[src/rtl/dmem_bridge.sv]
// Data-memory bridge: posted write buffer, load FSM and byte-lane alignment toward a word-wide req/ack memory.
// Optional store-to-load forwarding is compiled in with `define DMEM_BRIDGE_FWD_EN.
module dmem_bridge #(
    parameter int WB_DEPTH = 4,
    parameter int ADDR_W   = 32
) (
    input  logic              clk,
    input  logic              rst_n,
    input  logic [31:0]       mem_addr,
    input  logic [3:0]        mem_oe,
    input  logic [3:0]        mem_we,
    input  logic [31:0]       mem_wdata,
    output logic [31:0]       mem_rdata,
    output logic              mem_valid,
    output logic              mem_ready,
    output logic              ext_req,
    output logic              ext_we,
    output logic [ADDR_W-3:0] ext_addr,
    output logic [3:0]        ext_be,
    output logic [31:0]       ext_wdata,
    input  logic              ext_ack,
    input  logic [31:0]       ext_rdata,
    output logic              misalign
);

    localparam int PTR_W = $clog2(WB_DEPTH);
    localparam int WA_W  = ADDR_W - 2;
    localparam logic [PTR_W:0] DEPTH_C = (PTR_W+1)'(WB_DEPTH);

    typedef enum logic [1:0] {
        ST_IDLE  = 2'd0,
        ST_DRAIN = 2'd1,
        ST_LREQ  = 2'd2,
        ST_RESP  = 2'd3
    } state_t;

    state_t state, state_next;

    logic            req, bad_align, is_store, is_load, mis_load, load_acc;
    logic [3:0]      strobe;
    logic [1:0]      shift;
    logic [WA_W-1:0] req_waddr;
    logic [3:0]      req_be;
    logic [31:0]     req_wdata, req_mask;

    // Core side: mem_ready high in cycle N means a request (mem_oe != 0) in cycle N+1 is taken;
    // ext side: ext_req with stable fields is held until the one-cycle ext_ack completes it.
    assign req       = |mem_oe;
    assign strobe    = (|mem_we) ? mem_we : mem_oe;
    assign shift     = mem_addr[1:0];
    assign bad_align = (strobe[1] && mem_addr[0]) ||
                       ((strobe[2] || strobe[3]) && (mem_addr[1:0] != 2'b00));
    assign is_store  = req && (|mem_we) && !bad_align;
    assign is_load   = req && !(|mem_we) && !bad_align;
    assign mis_load  = req && !(|mem_we) && bad_align;
    assign load_acc  = is_load && (state == ST_IDLE);
    assign req_waddr = mem_addr[ADDR_W-1:2];
    assign req_be    = strobe << shift;
    assign req_wdata = mem_wdata << {shift, 3'b000};
    assign req_mask  = {{8{strobe[3]}}, {8{strobe[2]}}, {8{strobe[1]}}, {8{strobe[0]}}};

    // ------------------------------------------------------------------
    // Write buffer
    // ------------------------------------------------------------------
    logic [WA_W-1:0]  fifo_addr [WB_DEPTH];
    logic [3:0]       fifo_be   [WB_DEPTH];
    logic [31:0]      fifo_data [WB_DEPTH];
    logic [PTR_W-1:0] wr_ptr, rd_ptr;
    logic [PTR_W:0]   count, count_next;
    logic             fifo_empty, wr_active, push, pop;

    assign fifo_empty = (count == '0);
    assign wr_active  = !fifo_empty && (state != ST_LREQ);
    assign push       = is_store;
    assign pop        = wr_active && ext_ack;
    assign count_next = count + (PTR_W+1)'(push) - (PTR_W+1)'(pop);

    always_ff @(posedge clk) begin
        if (push) begin
            fifo_addr[wr_ptr] <= req_waddr;
            fifo_be[wr_ptr]   <= req_be;
            fifo_data[wr_ptr] <= req_wdata;
        end
    end

    always_ff @(posedge clk or negedge rst_n) begin
        if (!rst_n) begin
            wr_ptr <= '0;
            rd_ptr <= '0;
            count  <= '0;
        end else begin
            if (push) wr_ptr <= wr_ptr + PTR_W'(1);
            if (pop)  rd_ptr <= rd_ptr + PTR_W'(1);
            count <= count_next;
        end
    end

    // ------------------------------------------------------------------
    // Store-to-load forwarding lookup
    // ------------------------------------------------------------------
    logic        fwd_hit;
    logic [31:0] fwd_data;

`ifdef DMEM_BRIDGE_FWD_EN
    logic             m_found;
    logic [3:0]       m_be;
    logic [31:0]      m_data;
    logic [PTR_W-1:0] m_idx;

    // Walk oldest to youngest so the last match left standing is the youngest store.
    always_comb begin
        m_found = 1'b0;
        m_be    = '0;
        m_data  = '0;
        m_idx   = '0;
        for (int i = 0; i < WB_DEPTH; i++) begin
            m_idx = rd_ptr + PTR_W'(i);
            if (((PTR_W+1)'(i) < count) && (fifo_addr[m_idx] == req_waddr)) begin
                m_found = 1'b1;
                m_be    = fifo_be[m_idx];
                m_data  = fifo_data[m_idx];
            end
        end
        fwd_hit  = m_found && ((m_be & req_be) == req_be);
        fwd_data = (m_data >> {shift, 3'b000}) & req_mask;
    end
`else
    assign fwd_hit  = 1'b0;
    assign fwd_data = '0;
`endif

    // ------------------------------------------------------------------
    // Load FSM: state register, next state, outputs
    // ------------------------------------------------------------------
    logic [WA_W-1:0] ld_waddr;
    logic [3:0]      ld_be;
    logic [1:0]      ld_shift;
    logic [31:0]     ld_mask, ld_fwd_data;
    logic            ld_fwd;

    always_ff @(posedge clk or negedge rst_n) begin
        if (!rst_n) state <= ST_IDLE;
        else        state <= state_next;
    end

    always_comb begin
        state_next = state;
        case (state)
            ST_IDLE:  if (load_acc) state_next = ST_DRAIN;
            ST_DRAIN: begin
                if (ld_fwd)          state_next = ST_RESP;
                else if (fifo_empty) state_next = ST_LREQ;
            end
            ST_LREQ:  if (ext_ack) state_next = ST_RESP;
            ST_RESP:  state_next = ST_IDLE;
            default:  state_next = ST_IDLE;
        endcase
    end

    logic mis_valid;

    always_comb begin
        ext_req   = 1'b0;
        ext_we    = 1'b0;
        ext_addr  = '0;
        ext_be    = '0;
        ext_wdata = '0;
        if (state == ST_LREQ) begin
            ext_req  = 1'b1;
            ext_addr = ld_waddr;
            ext_be   = ld_be;
        end else if (!fifo_empty) begin
            ext_req   = 1'b1;
            ext_we    = 1'b1;
            ext_addr  = fifo_addr[rd_ptr];
            ext_be    = fifo_be[rd_ptr];
            ext_wdata = fifo_data[rd_ptr];
        end
        mem_valid = (state == ST_RESP) || mis_valid;
    end

    always_ff @(posedge clk or negedge rst_n) begin
        if (!rst_n) begin
            ld_waddr    <= '0;
            ld_be       <= '0;
            ld_shift    <= '0;
            ld_mask     <= '0;
            ld_fwd      <= 1'b0;
            ld_fwd_data <= '0;
        end else if (load_acc) begin
            ld_waddr    <= req_waddr;
            ld_be       <= req_be;
            ld_shift    <= shift;
            ld_mask     <= req_mask;
            ld_fwd      <= fwd_hit;
            ld_fwd_data <= fwd_data;
        end
    end

    // ------------------------------------------------------------------
    // Core-facing response, ready and sticky error
    // ------------------------------------------------------------------
    logic [31:0] rdata_q;
    logic        ready_q, misalign_q;

    always_ff @(posedge clk or negedge rst_n) begin
        if (!rst_n) begin
            rdata_q    <= '0;
            mis_valid  <= 1'b0;
            ready_q    <= 1'b1;
            misalign_q <= 1'b0;
        end else begin
            if ((state == ST_LREQ) && ext_ack)
                rdata_q <= (ext_rdata >> {ld_shift, 3'b000}) & ld_mask;
            else if ((state == ST_DRAIN) && ld_fwd)
                rdata_q <= ld_fwd_data;
            else if (mis_load)
                rdata_q <= '0;
            // A dropped load still owes the core a response so it cannot hang.
            mis_valid  <= mis_load;
            ready_q    <= (count_next < DEPTH_C) && (state_next == ST_IDLE) &&
                          !load_acc && !mis_load;
            misalign_q <= misalign_q || (req && bad_align);
        end
    end

    assign mem_rdata = rdata_q;
    assign mem_ready = ready_q;
    assign misalign  = misalign_q;

endmodule

[config.mk]
export PLATFORM = sky130hd
export DESIGN_NAME = dmem_bridge
export DESIGN_NICKNAME = d
export VERILOG_FILES = /design/src/rtl/dmem_bridge.sv
export SDC_FILE = /design/constraint.sdc
export NUM_CORES = 1
export LEC_CHECK = 0
export ABC_AREA = 1
export CAP_MARGIN = 20
export CORE_MARGIN = 2
export CORE_UTILIZATION = 41
export CTS_CLUSTER_SIZE = 40
export DETAILED_ROUTE_END_ITERATION = 16
export GPL_TIMING_DRIVEN = 0
export HOLD_SLACK_MARGIN = 0.05
export SLEW_MARGIN = 5
export SYNTH_ARGS = -nofsm -noshare
export SYNTH_HDL_FRONTEND = slang
export SYNTH_SLANG_ARGS = --single-unit
export TNS_END_PERCENT = 20
[constraint.sdc]
create_clock -name clk -period 4.9 [get_ports clk]
set_input_delay 0.735 -clock clk [delete_from_list [all_inputs] [get_ports clk]]
set_output_delay 0.735 -clock clk [all_outputs]
set_load 0.01 [all_outputs]
==> qor.csv <==
stage,metric,value,unit
outcome,status,finished clean,
cts,root_buffer,clkbuf_16,
route,drt-pass1-iter-count,5,
sta,worstMarginPinSlew,0.748,ns
grt,grt_max_degree,57,
hold_path,hp-class,input port to asynchronous set/reset pin,
setup_path,cp_common_cell,buf_2,
layout,num-nets-final,1735,
synthesis,syn_avg_cell_area,10.9,um2
flow_run,maxCapViolCount,0,
placed_design,port_buffers,208,
synthesis,yosys_warnings,0,
cts,cts_resized,0,
die,io_pins,210,
setup_path,r2r-start,state[0]$_DFF_PN0_,
sta,finalSetupViolCount,0,
power,swShare,0.354,
setup_path,cpMaxStageDelayCell,clkdlybuf4s50_1,
power,peakVddDrop,323,uV
layout,final_area,18900,um2
setup_path,crit_path_end_kind,output port,
route,drtAntennaViolNets,0,
sta,clock_skew,0.0184,ns
synthesis,yosysSeqAreaShare,0.677,
grt,grt_antenna_before_repair,1,
route,drtIter0Drc,970,
synthesis,syn_nets,1476,
setup_path,crit_type,register to output port,
setup_path,max_stage_delay,0.60,ns
sta,min_period_over_period,0.780,
grt,grt_pass1_vias,11100,
setup_path,r2r_cells,14,
setup_path,crit_end,ext_wdata[27],
power,internal_power,7.12,mW
die,die_h,194,um
cts,cts_setup_buffers,0,
cts,cts_tree,built,
route,viasPerCell,5.32,
synthesis,synthTopCellsByCount,"264 x edfxtp_1, 232 x nor2_1, 215 x nand2_1",
layout,drive_gt1_frac,0.0770,
grt,grt_overflow,0,
synthesis,synth_area,14800,um2
setup_path,critPathTopFamily,buffers and inverters,
setup_path,cp_max_fo,10,
placed_design,pre_cts_ws,1.03,ns
synthesis,ys_ff_latch,348,
layout,area_growth,27.8,%
cts,clkSinkCount,348,
layout,final_cell_count_no_fill,2112,
sta,report.final.slew_viol_count,0,
setup_path,path_cells,buf_2 -> inv_2 -> buf_2 -> clkbuf_1 -> o21ai_0 -> a21oi_1 -> clkdlybuf4s50_1,
route,wirelength,43500,um
synthesis,synth.area.top_cells,"edfxtp_1 53%, dfrtp_1 14%, nor2_1 5.9%",
cts,cts_hold_buf,0,
synthesis,synth_top_area_frac,0.535,
sta,timing.setup.tns,0,ns
synthesis,synth_top_area_cell,edfxtp_1,
layout,final-seq-area,10000,um2
sta,relSlewSlack,0.496,
placed_design,postPlaceCellArea,17800,um2
power,p_switching,3.89,mW
power,leakagePower,7.36,nW
die,rows,69,
synthesis,synthCells,1362,
die,start_util,0.417,
setup_path,cp.arrival,3.09,ns
route,post_drt_wl_per_cell,20.6,um
cts,cts_made_buffers,37,
placed_design,place_inst,2043,
placed_design,gp_congestion,0.906,
setup_path,required,4.16,ns
sta,fmax,261,MHz
power,pwr-share-comb,0.410,
power,p_per_area,582,nW/um2
cts,clk_latency,0.53,ns
power,seqPwrFrac,0.350,
setup_path,cp.depth,7,
cts,cts.htree.levels,2,
setup_path,reg2reg_setup_slack,2.00,ns
power,clkPwrFrac,0.240,
synthesis,synth.distinct_cells,32,
sta,grt_setup_unrepaired,no,
setup_path,cp_num_buf_inv,5,
layout,multi_input_area,4250,um2
route,vias,11200,
die,core-area,35600,um2
setup_path,rr_endpoint,mem_ready$_DFF_PN1_,
grt,grt_first_pass_wirelength,66200,um
synthesis,synthFlopType,edfxtp_1,
placed_design,place.detailed.hpwl,29600,um
synthesis,synth_edf_count,264,
route,drcViolationCount,0,
synthesis,post-synth-top-count-cell,edfxtp_1,
sta,layout_setup_ws,1.08,ns
die,fp.dieW,194,um
setup_path,cp-start-kind,register,
grt,grt_usage,0.228,
sta,hold_viol_final,0,
cts,path_clk_slew,0.06,ns
synthesis,async_reset_ff_frac,0.241,
die,die-area,37700,um2
sta,min_period,3.82,ns
cts,cts_buffer_depth,3,
layout,nFillCells,3134,
setup_path,startpoint,rd_ptr[0]$_DFFE_PN0P_,
final cells by class:
| cell class | instances | area share |
|---|---|---|
| Antenna cell | 1 | 0.000132 |
| Buffer | 89 | 0.0209 |
| Clock buffer | 58 | 0.0552 |
| Clock inverter | 10 | 0.00522 |
| Inverter | 47 | 0.00931 |
| Multi-Input combinational cell | 878 | 0.224 |
| Sequential cell | 348 | 0.530 |
| Tap cell | 461 | 0.0304 |
| Timing Repair Buffer | 220 | 0.125 |
through the flow:
step                      power, mW   util  hold slack, ns
after floorplan                6.19      -           0.434
after global placement         8.39  0.491           0.453
after detailed placement       8.46  0.500           0.459
after CTS                      11.1  0.533           0.169
after global routing           11.6  0.533           0.179
final                          11.0  0.533           0.169
metal layers:
metal  vias to the layer above  track usage  part of all wire  wire, um
li1                       5318            -                 -         -
met1                      5484        0.308              0.44     19000
met2                       389        0.379              0.48     20900
met3                        55       0.0461             0.068      2970
met4                         0       0.0522             0.017       749
met5                         -            0                 0         0
flip-flops by register name, indices dropped and copies added (netlist names), 3 cells and up:
signal,cells
fifo_addr,120
count,3
fifo_data,128
fifo_be,16
mem_rdata,32
ld_mask,4
ld_waddr,30
ld_be,4
worst register-to-register path, cell delays in order, from the launching register on:
cell and delay (ns):
dfrtp_1 0.45, nor2_4 0.31, nor2_1 0.12, buf_2 0.22, nand2_1 0.18, inv_1 0.07
ha_1 0.27, inv_1 0.04, ha_1 0.19, fa_1 0.40, xnor2_1 0.19, xor2_1 0.22
nor2_1 0.07, nand2_1 0.06, nor2_1 0.05
power groups by stage:
stage | Clock [mW] | Sequential, mW | Combinational (mW)
3_3_place_gp | 0 | 3.96 | 4.44
3_5_place_dp | 0 | 3.91 | 4.55
4_1_cts | 2.68 | 3.86 | 4.57
5_1_grt | 2.80 | 3.90 | 4.93
6_report | 2.64 | 3.86 | 4.52
2_1_floorplan | 0 | 3.92 | 2.27
cell usage in the layout (no fill, tap or decap), types with 6 or more instances in the layout:
| cell type | synthesis | layout |
|---|---|---|
| a21oi_1 | 43 | 43 |
| a22o_1 | 34 | 34 |
| a22oi_1 | 11 | 11 |
| buf_16 | 0 | 7 |
| buf_2 | 37 | 37 |
| clkbuf_1 | 43 | 60 |
| clkbuf_16 | 0 | 37 |
| clkdlybuf4s50_1 | 0 | 207 |
| dfrtp_1 | 83 | 83 |
| edfxtp_1 | 264 | 264 |
| ha_1 | 6 | 6 |
| inv_1 | 42 | 42 |
| nand2_1 | 215 | 215 |
| nand3_1 | 110 | 110 |
| nor2_1 | 232 | 228 |
| nor2_4 | 6 | 10 |
| o211ai_1 | 10 | 10 |
| o21ai_0 | 157 | 157 |
| o22ai_1 | 38 | 38 |
logic make-up after synthesis:
logic type | synth area share
simple gates | 0.160
flops | 0.677
fa+ha+maj | 0.00642
buf+inv | 0.0386
xor+xnor | 0.00236
compound gates | 0.115
how the worst min path moves through the flow:
stage                            startpoint  cells past startpoint  slack (ns)                   endpoint
finish                                rst_n                      1        0.17  mem_rdata[12]$_DFFE_PN0P_
global route                          rst_n                      1        0.18  mem_rdata[12]$_DFFE_PN0P_
CTS                                   rst_n                      1        0.17  mem_rdata[12]$_DFFE_PN0P_
detailed placement  ld_waddr[8]$_DFFE_PN0P_                      2        0.46    ld_waddr[8]$_DFFE_PN0P_
global placement         misalign$_DFF_PN0_                      1        0.45         misalign$_DFF_PN0_
floorplan           ld_mask[24]$_DFFE_PN0P_                      2        0.43    ld_mask[24]$_DFFE_PN0P_
No activity file was read; power rests on OpenSTA's default activity.
